### config.mk
export PLATFORM = sky130hd
export DESIGN_NAME = microwave_timer
export DESIGN_NICKNAME = d
export VERILOG_FILES = /design/src/rtl/microwave_timer.sv
export SDC_FILE = /design/constraint.sdc
export NUM_CORES = 1
export LEC_CHECK = 0
export CAP_MARGIN = 0
export CORE_ASPECT_RATIO = 0.6
export CORE_MARGIN = 4
export CORE_UTILIZATION = 35
export DETAILED_ROUTE_END_ITERATION = 8
export HOLD_SLACK_MARGIN = 0.06
export PLACE_DENSITY = 0.65
export SLEW_MARGIN = 10
export SYNTH_ARGS = -nofsm -noshare
export SYNTH_HDL_FRONTEND = slang
export SYNTH_SLANG_ARGS = --single-unit
### constraint.sdc
create_clock -name clk -period 3.2 [get_ports clk]
set_clock_uncertainty 0.05 [all_clocks]
set_input_delay 0.64 -clock clk [delete_from_list [all_inputs] [get_ports clk]]
set_output_delay 0.64 -clock clk [all_outputs]
set_load 0.1 [all_outputs]
### src/rtl/microwave_timer.sv
// Microwave cooking timer: keypad-entered 4-digit BCD MM:SS value that counts
// down once per second while the magnetron is on, flagging expiry.
module microwave_timer #(
    parameter int TICKS_PER_SEC = 1000
) (
    input  logic       clk,
    input  logic       rst,
    input  logic       clearn,
    input  logic       key_valid,
    input  logic [3:0] key_digit,
    input  logic       mag_on,
    output logic [3:0] min_tens,
    output logic [3:0] min_ones,
    output logic [3:0] sec_tens,
    output logic [3:0] sec_ones,
    output logic       timer_done,
    output logic       done_pulse,
    output logic [1:0] state_dbg
);

    localparam int PW = $clog2(TICKS_PER_SEC);
    localparam logic [PW-1:0] TICK_MAX = PW'(TICKS_PER_SEC - 1);

    typedef enum logic [1:0] {
        ST_EMPTY = 2'd0,
        ST_SET   = 2'd1,
        ST_RUN   = 2'd2
    } state_t;

    state_t        state_q, state_d;
    logic [3:0]    mt_q, mo_q, st_q, so_q;
    logic [3:0]    mt_d, mo_d, st_d, so_d;
    logic [PW-1:0] pre_q, pre_d;
    logic          done_pulse_q, done_pulse_d;

    logic          key_ok, count_en, tick, dec_zero;
    logic          b0, b1, b2;
    logic [3:0]    dec_mt, dec_mo, dec_st, dec_so;

    // One-second BCD decrement; seconds tens borrows to 5 so entries like 1:90 count normally.
    always_comb begin
        b0     = (so_q == 4'd0);
        dec_so = b0 ? 4'd9 : so_q - 4'd1;
        dec_st = b0 ? ((st_q == 4'd0) ? 4'd5 : st_q - 4'd1) : st_q;
        b1     = b0 && (st_q == 4'd0);
        dec_mo = b1 ? ((mo_q == 4'd0) ? 4'd9 : mo_q - 4'd1) : mo_q;
        b2     = b1 && (mo_q == 4'd0);
        dec_mt = b2 ? mt_q - 4'd1 : mt_q;
        dec_zero = ({dec_mt, dec_mo, dec_st, dec_so} == 16'd0);
    end

    assign key_ok   = key_valid && (key_digit <= 4'd9) && !mag_on;
    assign count_en = mag_on && (state_q != ST_EMPTY);
    assign tick     = count_en && (pre_q == TICK_MAX);

    always_comb begin
        state_d      = state_q;
        mt_d         = mt_q;
        mo_d         = mo_q;
        st_d         = st_q;
        so_d         = so_q;
        pre_d        = pre_q;
        done_pulse_d = 1'b0;
        if (!clearn) begin
            state_d = ST_EMPTY;
            mt_d    = 4'd0;
            mo_d    = 4'd0;
            st_d    = 4'd0;
            so_d    = 4'd0;
            pre_d   = '0;
        end else if (key_ok) begin
            mt_d    = mo_q;
            mo_d    = st_q;
            st_d    = so_q;
            so_d    = key_digit;
            pre_d   = '0;
            // Shifting can push the only nonzero digit out of min_tens.
            state_d = ({mo_q, st_q, so_q, key_digit} != 16'd0) ? ST_SET : ST_EMPTY;
        end else begin
            case (state_q)
                ST_SET, ST_RUN: begin
                    if (count_en) begin
                        state_d = ST_RUN;
                        if (tick) begin
                            pre_d = '0;
                            mt_d  = dec_mt;
                            mo_d  = dec_mo;
                            st_d  = dec_st;
                            so_d  = dec_so;
                            if (dec_zero) begin
                                state_d      = ST_EMPTY;
                                done_pulse_d = 1'b1;
                            end
                        end else begin
                            pre_d = pre_q + PW'(1);
                        end
                    end else begin
                        // Pause keeps the prescaler so sub-second progress survives.
                        state_d = ST_SET;
                    end
                end
                default: state_d = ST_EMPTY;
            endcase
        end
    end

    always_ff @(posedge clk or posedge rst) begin
        if (rst) begin
            state_q      <= ST_EMPTY;
            mt_q         <= 4'd0;
            mo_q         <= 4'd0;
            st_q         <= 4'd0;
            so_q         <= 4'd0;
            pre_q        <= '0;
            done_pulse_q <= 1'b0;
        end else begin
            state_q      <= state_d;
            mt_q         <= mt_d;
            mo_q         <= mo_d;
            st_q         <= st_d;
            so_q         <= so_d;
            pre_q        <= pre_d;
            done_pulse_q <= done_pulse_d;
        end
    end

    assign min_tens   = mt_q;
    assign min_ones   = mo_q;
    assign sec_tens   = st_q;
    assign sec_ones   = so_q;
    assign timer_done = ({mt_q, mo_q, st_q, so_q} == 16'd0);
    assign done_pulse = done_pulse_q;
    assign state_dbg  = state_q;

endmodule

# Yosys cells after proc, flatten, opt, wreduce, memory -nomap -nowiden
# Cells that the tools add are included.
[word_totals]
wordCells = 80
inputBits = 9
reg_bits = 29
output_inout_bits = 20
[op_classes]
reduce_logical = 17
n_addsub = 5
mux = 44
n_eq_ne = 6
magnitude_cmp = 1
[ops]
columns = ["cell", "n"]
rows = [
  ["two-way mux 4 bit", 26],
  ["two-way mux 10 bit", 5],
  ["zero test 16 bit", 2],
  ["nonzero test 16 bit", 1],
  ["subtractor 4 x 1 -> 4 bit (second input constant)", 4],
  ["zero test 4 bit", 3],
  ["two-way mux 2 bit", 6],
  ["adder 10 x 1 -> 10 bit (second input constant)", 1],
  ["equality test 10 bit (second input constant)", 1],
  ["!= test 3 x 1 -> 1 bit (second input constant)", 3],
  ["two-way mux 1 bit", 7],
  ["logical AND 1 bit", 6],
  ["<= comparator 4 bit (second input constant)", 1],
  ["AND reduction 3 bit", 1],
  ["equality test 2 x 1 -> 1 bit (second input constant)", 1],
  ["equality test 2 bit (second input constant)", 1],
  ["AND reduction 2 bit", 1],
  ["nonzero test 2 bit", 1],
  ["OR reduction 2 bit", 1],
  ["zero test 1 bit", 1],
]

# Logic depth before layout (Yosys ltp)
[depth]
depth_word = 11
ltp_mapped = 9
mapped_depth_nobuf = 7

# Least setup slack after synthesis
# No wires, ideal clock.
[synth_path]
path_kind = "reg-to-output"
start = "register so_q[1], in the netlist sec_ones[1]"
end = "output timer_done"
setup_slack_ps = -26
t_arrival_ps = 2536
t_required_ps = 2510
path_stages_with_launch = 6
cell_sequence = "dfrtp_1 > buf_2 > nor4_4 > nand4b_4 > nor2_1 > and3_1"
[synth_between]
elab_chain_cells = 1
[synth_rtl]
columns = ["item", "line", "source"]
rows = [
  ["start, declared", "31", "logic [3:0] mt_q, mo_q, st_q, so_q;"],
  ["start signal, assigned", "113", "so_q <= 4'd0;"],
  ["start signal, assigned", "121", "so_q <= so_d;"],
  ["zero test 16 bit", "131", "assign timer_done = ({mt_q, mo_q, st_q, so_q} == 16'd0);"],
  ["end, declared", "16", "output logic timer_done,"],
]
# Every way passes these cells.

# Final worst setup path
[layout_path]
start = "register st_q[2], in the netlist sec_tens[2]"
end = "output timer_done"
[layout_between]
elab_chain_cells = 1
[layout_rtl]
columns = ["item", "line", "source"]
rows = [
  ["start, declared", "31", ""],
  ["start signal, assigned", "120", "st_q <= st_d;"],
  ["zero test 16 bit", "131", ""],
]
# Every way passes these cells.

==> impl_metrics.yaml <==
critical_path:
  required_ns: 2.51
  crit_buf_inv: 1
  end_kind: "output port"
  worstSetupStartpointType: "flop"
  worstPathArrival_ns: 2.06
  slowest_stage: "nor4_2"
  crit_family: "simple AND/OR/NAND/NOR gates"
  max_stage_delay_ns: 0.49
  crit_type: "reg2out"
  crit_fanout: 8
  critical_path.cell_chain: "nor4_2, nand4b_4, nor2_1, and3_2, buf_12"
timing:
  grt_setup_unrepaired: "false"
  tightestPinTransition_ns: 0.507
  slew_headroom: 0.658
  fin_tns_setup_ns: 0
  setup_violations: 0
  post-route-min-period_ns: 2.75
  period_share: 0.859
  finalHoldViolations: 0
  fmax_mhz: 364
  finalMaxSlewViolations: 0
synth:
  yosys_warnings: 0
  synth_edf_count: 0
  seq_area_frac_synth: 0.398
  ys.flop_type: "dfrtp_1"
  synth_async_sr_flop_share: 1.00
  ys_ff_latch: 29
  syn_inst: 209
  synth.distinct_cells: 47
  syn_area_per_cell_sq_um: 8.73
  syn_area_sq_mm: 0.00183
  synthesis.nets: 222
cells_and_area:
  area_growth_pct: 23.5
  final_common_cell: "dfrtp_1"
  antenna_cells: 0
  nets: 255
  drive_gt1_frac: 0.182
  mostFrequentLayoutCells: "dfrtp_1 (29), nor2_1 (27), buf_4 (26), nand2_1 (19)"
clocking:
  htreeDepth: 2
  holdBufCountCts: 0
  clk_path_buf_depth: 2
  cts_tree: "yes"
  ctsRootBufferMaster: "clkbuf_8"
  clk_pin_slew_ns: 0.06
  postCtsResizedCells: 0
  clkLatencyLatePin_ns: 0.28
  cts_made_buffers: 5
  post_cts_buffers: 0
  numClockSinks: 29
pwr:
  sequentialPowerShare: 0.387
  switching_share: 0.373
  p_clk_frac: 0.288
  pwr-share-comb: 0.325
  irDropWorstVdd_v: 0.000225
  p_switching_mw: 0.388
  total_power_mw: 1.04
  p_int_mw: 0.654
  pwr_density_cell_mw_per_mm2: 462
  leakage_nw: 0.968
detailed_routing:
  num_vias: 1744
  dr.pass1.iters: 4
  viasPerCell: 5.66
  wl_per_cell_um: 16.5
  drt_iter0_drc: 103
  drc: 0
  detail-route-antenna-nets: 0
  finalWirelength_um: 5090
die:
  pin_count: 29
  die_x_um: 101
  start_util: 0.361
  rows: 20
  die_h_um: 63.9
  dieArea_sq_mm: 0.00647
  coreArea_sq_mm: 0.00505
min_path:
  hold_class: "reg2reg"
placed_design:
  hpwlAfterDp_um: 3720
  gp_congestion: 0.860
  io_buffers: 28
status:
  status: "completed"
grt:
  grtUsageTotal: 0.165
  grt_pass1_vias: 1549
  grt_pass1_wl_um: 8300
  antenna_found_initial: 0
  grt_max_degree: 30
  gr-total-overflow: 0
flow_run:
  maxCapViolCount: 0
-- sequential cells by signal, summed over array words and instances, names as in the netlist --
signal / count
min_tens: 4
done_pulse: 1
min_ones: 4
state_dbg: 2
sec_ones: 4
pre_q: 10
sec_tens: 4
-- metrics by stage --
step | std cells | util | setup slack [ns] | hold WS (ns) | instance area (sq um)
CTS | 308 | 0.446 | 0.450 | 0.527 | 2250
global route | 308 | 0.446 | 0.354 | 0.567 | 2250
finish | 308 | 0.446 | 0.451 | 0.525 | 2250
floorplan | 209 | - | 0.257 | 0.469 | 1830
global placement | 301 | 0.429 | 0.608 | 0.499 | 2170
detailed placement | 301 | 0.429 | 0.536 | 0.517 | 2170
-- routing by layer --
layer,wire length [um],vias to the layer above,GRT usage
met3,589,6,0.0643
li1,-,831,-
met2,1760,83,0.175
met5,0,-,0
met4,50,0,0.0398
met1,2690,824,0.282
-- cell usage after synthesis, drive strengths merged (2+ instances only) --
master | number | area (sq um)
nand3b | 2 | 15.0
clkbuf | 7 | 26.3
o22ai | 3 | 18.8
mux2i | 2 | 20.0
xor2 | 5 | 43.8
nand2 | 19 | 71.3
nand3 | 8 | 40.0
nor4 | 9 | 92.6
o21ai | 12 | 60.1
dfrtp | 29 | 726
o211ai | 5 | 37.5
and3 | 5 | 31.3
o21a | 2 | 15.0
or3 | 2 | 12.5
nand2b | 2 | 12.5
or4 | 2 | 15.0
nor2 | 27 | 101
o41ai | 2 | 17.5
o31ai | 3 | 22.5
a21oi | 11 | 55.1
xnor2 | 5 | 43.8
nand4 | 4 | 25.0
nor3 | 9 | 50.1
ha | 4 | 50.1
a31oi | 2 | 12.5
inv | 8 | 30.0
or2 | 3 | 18.8
buf | 2 | 10.0
-- worst register-to-register path, delay by kind of cell, from the launching register on --
family	cells	cell delay (ns)
and+or+nand+nor	2	0.80
AOI/OAI and AO/OA	2	0.55
DFF	1	0.34
adders and majority gates	1	0.32
buffers and inverters	1	0.05
-- logic make-up (layout without fill, tap and decap cells) --
kind of cell | count (synthesis) | count (layout) | synth area share
DFF | 29 | 29 | 0.398
and+or+nand+nor | 99 | 99 | 0.310
adders and majority gates | 4 | 4 | 0.0274
buffers and inverters | 17 | 50 | 0.0363
muxes | 2 | 2 | 0.0110
xor gates and xnor gates | 10 | 10 | 0.0480
AOI/OAI and AO/OA | 48 | 48 | 0.170
-- final timing paths --
path	start	end	slack, ns	cells past startpoint
setup / recovery	sec_tens[2]	timer_done	0.45	5
hold / removal	pre_q[1]	pre_q[1]	0.53	2
setup reg to reg	state_dbg[0]	min_ones[1]	1.00	6
hold reg to reg	pre_q[1]	pre_q[1]	0.53	2
max in group asynchronous	rst	min_tens[1]	2.14	3
min in group asynchronous	rst	sec_tens[2]	0.69	3
-- power groups by stage --
stage	sequential, mW	clock (mW)	combinational, mW
2_1_floorplan	0.488	0	0.163
3_3_place_gp	0.410	0	0.335
3_5_place_dp	0.410	0	0.335
4_1_cts	0.403	0.309	0.337
5_1_grt	0.406	0.325	0.357
6_report	0.404	0.300	0.339
-- area by class of cell --
cell class	count	area [sq um]
fillers	498	2800
multi-input cells	163	1030
flip-flops and latches	29	726
repair buffers	35	295
clock buffers	7	86.3
well taps	66	82.6
inverters	8	30.0
No activity file was read; power rests on OpenSTA's default activity.
==> patch 1: new RTL, config.mk and constraints unchanged <==
Remove the register `done_pulse_q`: a continuous assignment takes its place, so the output `done_pulse` follows one clock earlier.
--- a/src/rtl/microwave_timer.sv
+++ b/src/rtl/microwave_timer.sv
@@ -113,5 +113,4 @@
             so_q         <= 4'd0;
             pre_q        <= '0;
-            done_pulse_q <= 1'b0;
         end else begin
             state_q      <= state_d;
@@ -121,7 +120,8 @@
             so_q         <= so_d;
             pre_q        <= pre_d;
-            done_pulse_q <= done_pulse_d;
         end
     end
+
+    assign done_pulse_q = done_pulse_d;
 
     assign min_tens   = mt_q;
Formal check against the unedited RTL: no difference found for any inputs over 10 cycles, from zero or initial values and one cycle with rst high; that may be too few to reach the edited logic, so the function may still have changed.
==> patch 1 against the unedited design <==
Routed wire length decreased by 10%. Power down 19%. Register-to-register slack got worse by 0.17 ns. Sequential cell count decreased by 1. Area after synthesis decreased by 6.9%. Combinational power is 30% lower. Worst setup slack worse by 0.24 ns. Synthesized cell count fell by 6.2%. Sequential share of layout area increased by 0.95 points. Cell area down 5.2%. Critical path depth is 1 higher. Largest cell class unchanged. Highest routed layer unchanged.
==> patch 1: results <==
export IMPL_status="finished, final reports clean"
export IMPL_wire_per_inst_um=15.8
export IMPL_wl_met1_um=2530
export IMPL_ys_top_cells_by_count="dfrtp_1, nor2_1, nand2_1"
export IMPL_vdd_drop_max_uv=151
export IMPL_place_congestion=0.858
export IMPL_place_inst=286
export IMPL_ctsHtreeMaxLevel=1
export IMPL_relSlewSlack_pct=63.5
export IMPL_worstPathArrival_ns=2.30
export IMPL_muxShareOfSynthArea_pct=0.589
export IMPL_dr_wl_met2_um=1690
export IMPL_syn_mean_instance_area_um2=8.68
export IMPL_use_met3_pct=3.57
export IMPL_syn_nets=209
export IMPL_synth_compound_area_share_pct=16.2
export IMPL_synth_cell_types=44
export IMPL_cp_max_fo=6
export IMPL_r2r_setup_slack_ns=0.83
export IMPL_nNetsFinal=241
export IMPL_drt_wl_total_um=4590
export IMPL_grt_max_degree=29
export IMPL_cts_buffers=3
export IMPL_path_clk_slew_ns=0.10
export IMPL_critPathSlowestCell="or3_1"
export IMPL_dpl_hpwl_um=3480
export IMPL_drt_iter0_drc=129
export IMPL_fin_crit_sh_pct=93.4
export IMPL_synthXorXnorAreaFrac_pct=5.67
export IMPL_use_met2_pct=21.7
export IMPL_grt_pass1_wl_um=7490
export IMPL_wl_met3_um=355
export IMPL_whs_ns=0.505
==> patch 1: path summary, 6_finish.rpt <==
path / from / endpoint / cells after the start
hold reg to reg: pre_q[1]$_DFFE_PP0P_ / pre_q[1]$_DFFE_PP0P_ / 2
setup / recovery: pre_q[0]$_DFFE_PP0P_ / done_pulse / 6
min in group asynchronous: rst / pre_q[9]$_DFFE_PP0P_ / 3
max in group asynchronous: rst / sec_ones[2]$_DFFE_PP0P_ / 3
hold / removal: pre_q[1]$_DFFE_PP0P_ / pre_q[1]$_DFFE_PP0P_ / 2
setup reg to reg: state_dbg[0]$_DFF_PP0_ / min_ones[3]$_DFFE_PP0P_ / 7
==> patch 1: cell type report <==
cell class                 instances  area, um2
sequential                        28        708
clock buffer                       4       55.1
multi-input combinational        153        957
tap                               63       78.8
fill                             458       2500
timing repair buffer              36        315
inverter                           6       22.5
==> patch 1: power by group <==
part	internal, mW	switching, mW
combinational	0.0729	0.164
clock	0.111	0.117
sequential	0.364	0.0181
==> patch 2: new RTL, same settings <==
Made on the original files. Set the parameter `TICKS_PER_SEC` to 2000 (it was 1000).
--- a/src/rtl/microwave_timer.sv
+++ b/src/rtl/microwave_timer.sv
@@ -2,5 +2,5 @@
 // down once per second while the magnetron is on, flagging expiry.
 module microwave_timer #(
-    parameter int TICKS_PER_SEC = 1000
+    parameter int TICKS_PER_SEC = 2000
 ) (
     input  logic       clk,
Function: no difference found for any inputs over 10 cycles, from zero or initial values and one cycle with rst high; that may be too few to reach the edited logic, so the function may still have changed.
==> patch 2 against the unedited design <==
Non-clock buffer count rose by 5. Register-to-register slack got worse by 0.05 ns. Power rose by 4.1%. Area after synthesis rose by 8.0%. Routed wire length rose by 13%. Sequential cell count rose by 1. Worst setup slack got worse by 0.0073 ns. Cell area rose by 7.3%.
==> patch 2: results <==
export IMPL_status="finished, final reports clean"
export IMPL_timing_rr_end="min_ones[2]$_DFFE_PP0P_"
export IMPL_cts_buffers=5
export IMPL_vdd_drop_max_uv=203
export IMPL_wire_per_inst_um=17.9
export IMPL_n_fill_cell=518
export IMPL_synthCells=218
export IMPL_cp_max_fo=7
export IMPL_synth_cell_types=57
export IMPL_place_congestion=0.903
export IMPL_critPathSlowestCell="dfrtp_1"
export IMPL_viasPerCell=6.18
export IMPL_largest_reg_flops=11
export IMPL_regMostFlops="pre_q"
export IMPL_grt_pass1_vias=1773
export IMPL_syn_nets=231
export IMPL_drive_above_1_share_pct=19.2
export IMPL_relSlewSlack_pct=60.2
export IMPL_path_clk_slew_ns=0.07
export IMPL_grt_max_degree=31
export IMPL_postSynth_asyncResetShare_pct=100
export IMPL_antenna_found_initial=0
export IMPL_critPathMaxStageDelay_ns=0.48
export IMPL_place_inst=313
export IMPL_diodes=0
export IMPL_grt_pass1_wl_um=9500
export IMPL_reg2regPathDepth=7
export IMPL_insertion_delay_ns=0.29
export IMPL_p_leak_nw=1.04
export IMPL_cts_setup_buffers=0
export IMPL_setup_viol=0
export IMPL_drt_iter0_drc=313
export IMPL_path_delay_family="simple AND/OR/NAND/NOR gates"
export IMPL_hp_start="pre_q[10]$_DFFE_PP0P_"
export IMPL_place_area_um2=2310
export IMPL_r2r_setup_slack_ns=0.95
export IMPL_instances_no_fill=321
export IMPL_post_cts_resize_count=0
export IMPL_hold_path_depth=1
export IMPL_ctsHtreeMaxLevel=2
export IMPL_worstPathArrival_ns=2.07
export IMPL_cts_buffer_depth=2
export IMPL_drt_pass1_iter_count=6
export IMPL_nNetsFinal=267
export IMPL_ys_top_cells_by_count="dfrtp_1, o21ai_0, a21oi_1, nand2_1, nand3_1"
export IMPL_cts_root_buf="clkbuf_8"
export IMPL_synth_area_leaders="dfrtp_1, o21ai_0, a21oi_1, nand2_1, a31oi_1"
export IMPL_grt_usage_pct=17.4
export IMPL_whs_ns=0.451
export IMPL_critical_path_reg2reg_startpoint="state_dbg[1]$_DFF_PP0_"
export IMPL_port_buffers=28
export IMPL_dpl_hpwl_um=4290
export IMPL_ys_seq_area_share_pct=38.1
export IMPL_worstHoldEndpoint="pre_q[10]$_DFFE_PP0P_"
export IMPL_hp_class="register to register"
export IMPL_synth_warnings=0
export IMPL_syn2layout_area_growth_pct=22.7
## patch 2: cell count changes after synthesis, moves of 5 or more
cell and change:
a21oi_1 +6, clkbuf_1 -5, nor2_1 -17, a31oi_1 +7, o21ai_0 +8
## patch 2: cells by family (layout without fill, tap and decap cells)
kind of cell             after synthesis  after routing  share of synthesized area (%)
AND/OR/NAND/NOR                       86             86                           26.8
buffers and inverters                 19             56                           5.52
multiplexers                           4              4                           2.09
adder cells (fa/ha/maj)                4              4                           2.54
flip-flops                            30             30                           38.1
XOR/XNOR                               2              2                          0.888
AO/OA/AOI/OAI                         73             73                           24.1
## patch 2: worst max path at each step
stage / startpoint / endpoint / cells past startpoint
after CTS: sec_ones[3]$_DFFE_PP0P_ / timer_done / 4
after detailed placement: mag_on / min_ones[2]$_DFFE_PP0P_ / 6
final: sec_ones[3]$_DFFE_PP0P_ / timer_done / 4
after global placement: mag_on / min_ones[2]$_DFFE_PP0P_ / 6
after global routing: sec_ones[3]$_DFFE_PP0P_ / timer_done / 4
after floorplan: sec_ones[0]$_DFFE_PP0P_ / timer_done / 4
## patch 2: per-stage QoR
stage / total power, mW / setup slack [ns]
6_report: 1.09 / 0.443
5_1_grt: 1.13 / 0.363
4_1_cts: 1.09 / 0.468
3_5_place_dp: 0.704 / 0.524
3_3_place_gp: 0.705 / 0.584
2_1_floorplan: 0.615 / 0.277
## patch 2: worst reg2reg max path, delay by kind of cell (launching register included)
family	cells	cell delay [ns]
buffers and inverters	2	0.27
adder cells (fa/ha/maj)	1	0.35
AND/OR/NAND/NOR	3	1.00
flip-flops	1	0.35
AO/OA/AOI/OAI	1	0.17
## patch 2: cell type report
class	count	share of cell area [%]
Multi-Input combinational cell	169	46.0
Tap cell	66	3.41
Sequential cell	30	31.0
Timing Repair Buffer	40	13.8
Clock inverter	3	1.66
Clock buffer	5	2.85
Inverter	8	1.24
## patch 2: where the power goes
| group | total [mW] | switching [mW] | internal [mW] |
|---|---|---|---|
| sequential | 0.407 | 0.0176 | 0.389 |
| clock | 0.384 | 0.155 | 0.229 |
| combinational | 0.295 | 0.205 | 0.0896 |
| total | 1.09 | 0.378 | 0.707 |
## patch 2: layer usage
| metal | up-vias | global-route usage (%) | wire, um |
|---|---|---|---|
| met5 | - | 0 | 0 |
| met4 | 0 | 4.58 | 60 |
| met3 | 7 | 5.46 | 708 |
| met2 | 139 | 21.6 | 2140 |
| met1 | 909 | 27.7 | 2840 |
| li1 | 928 | - | - |
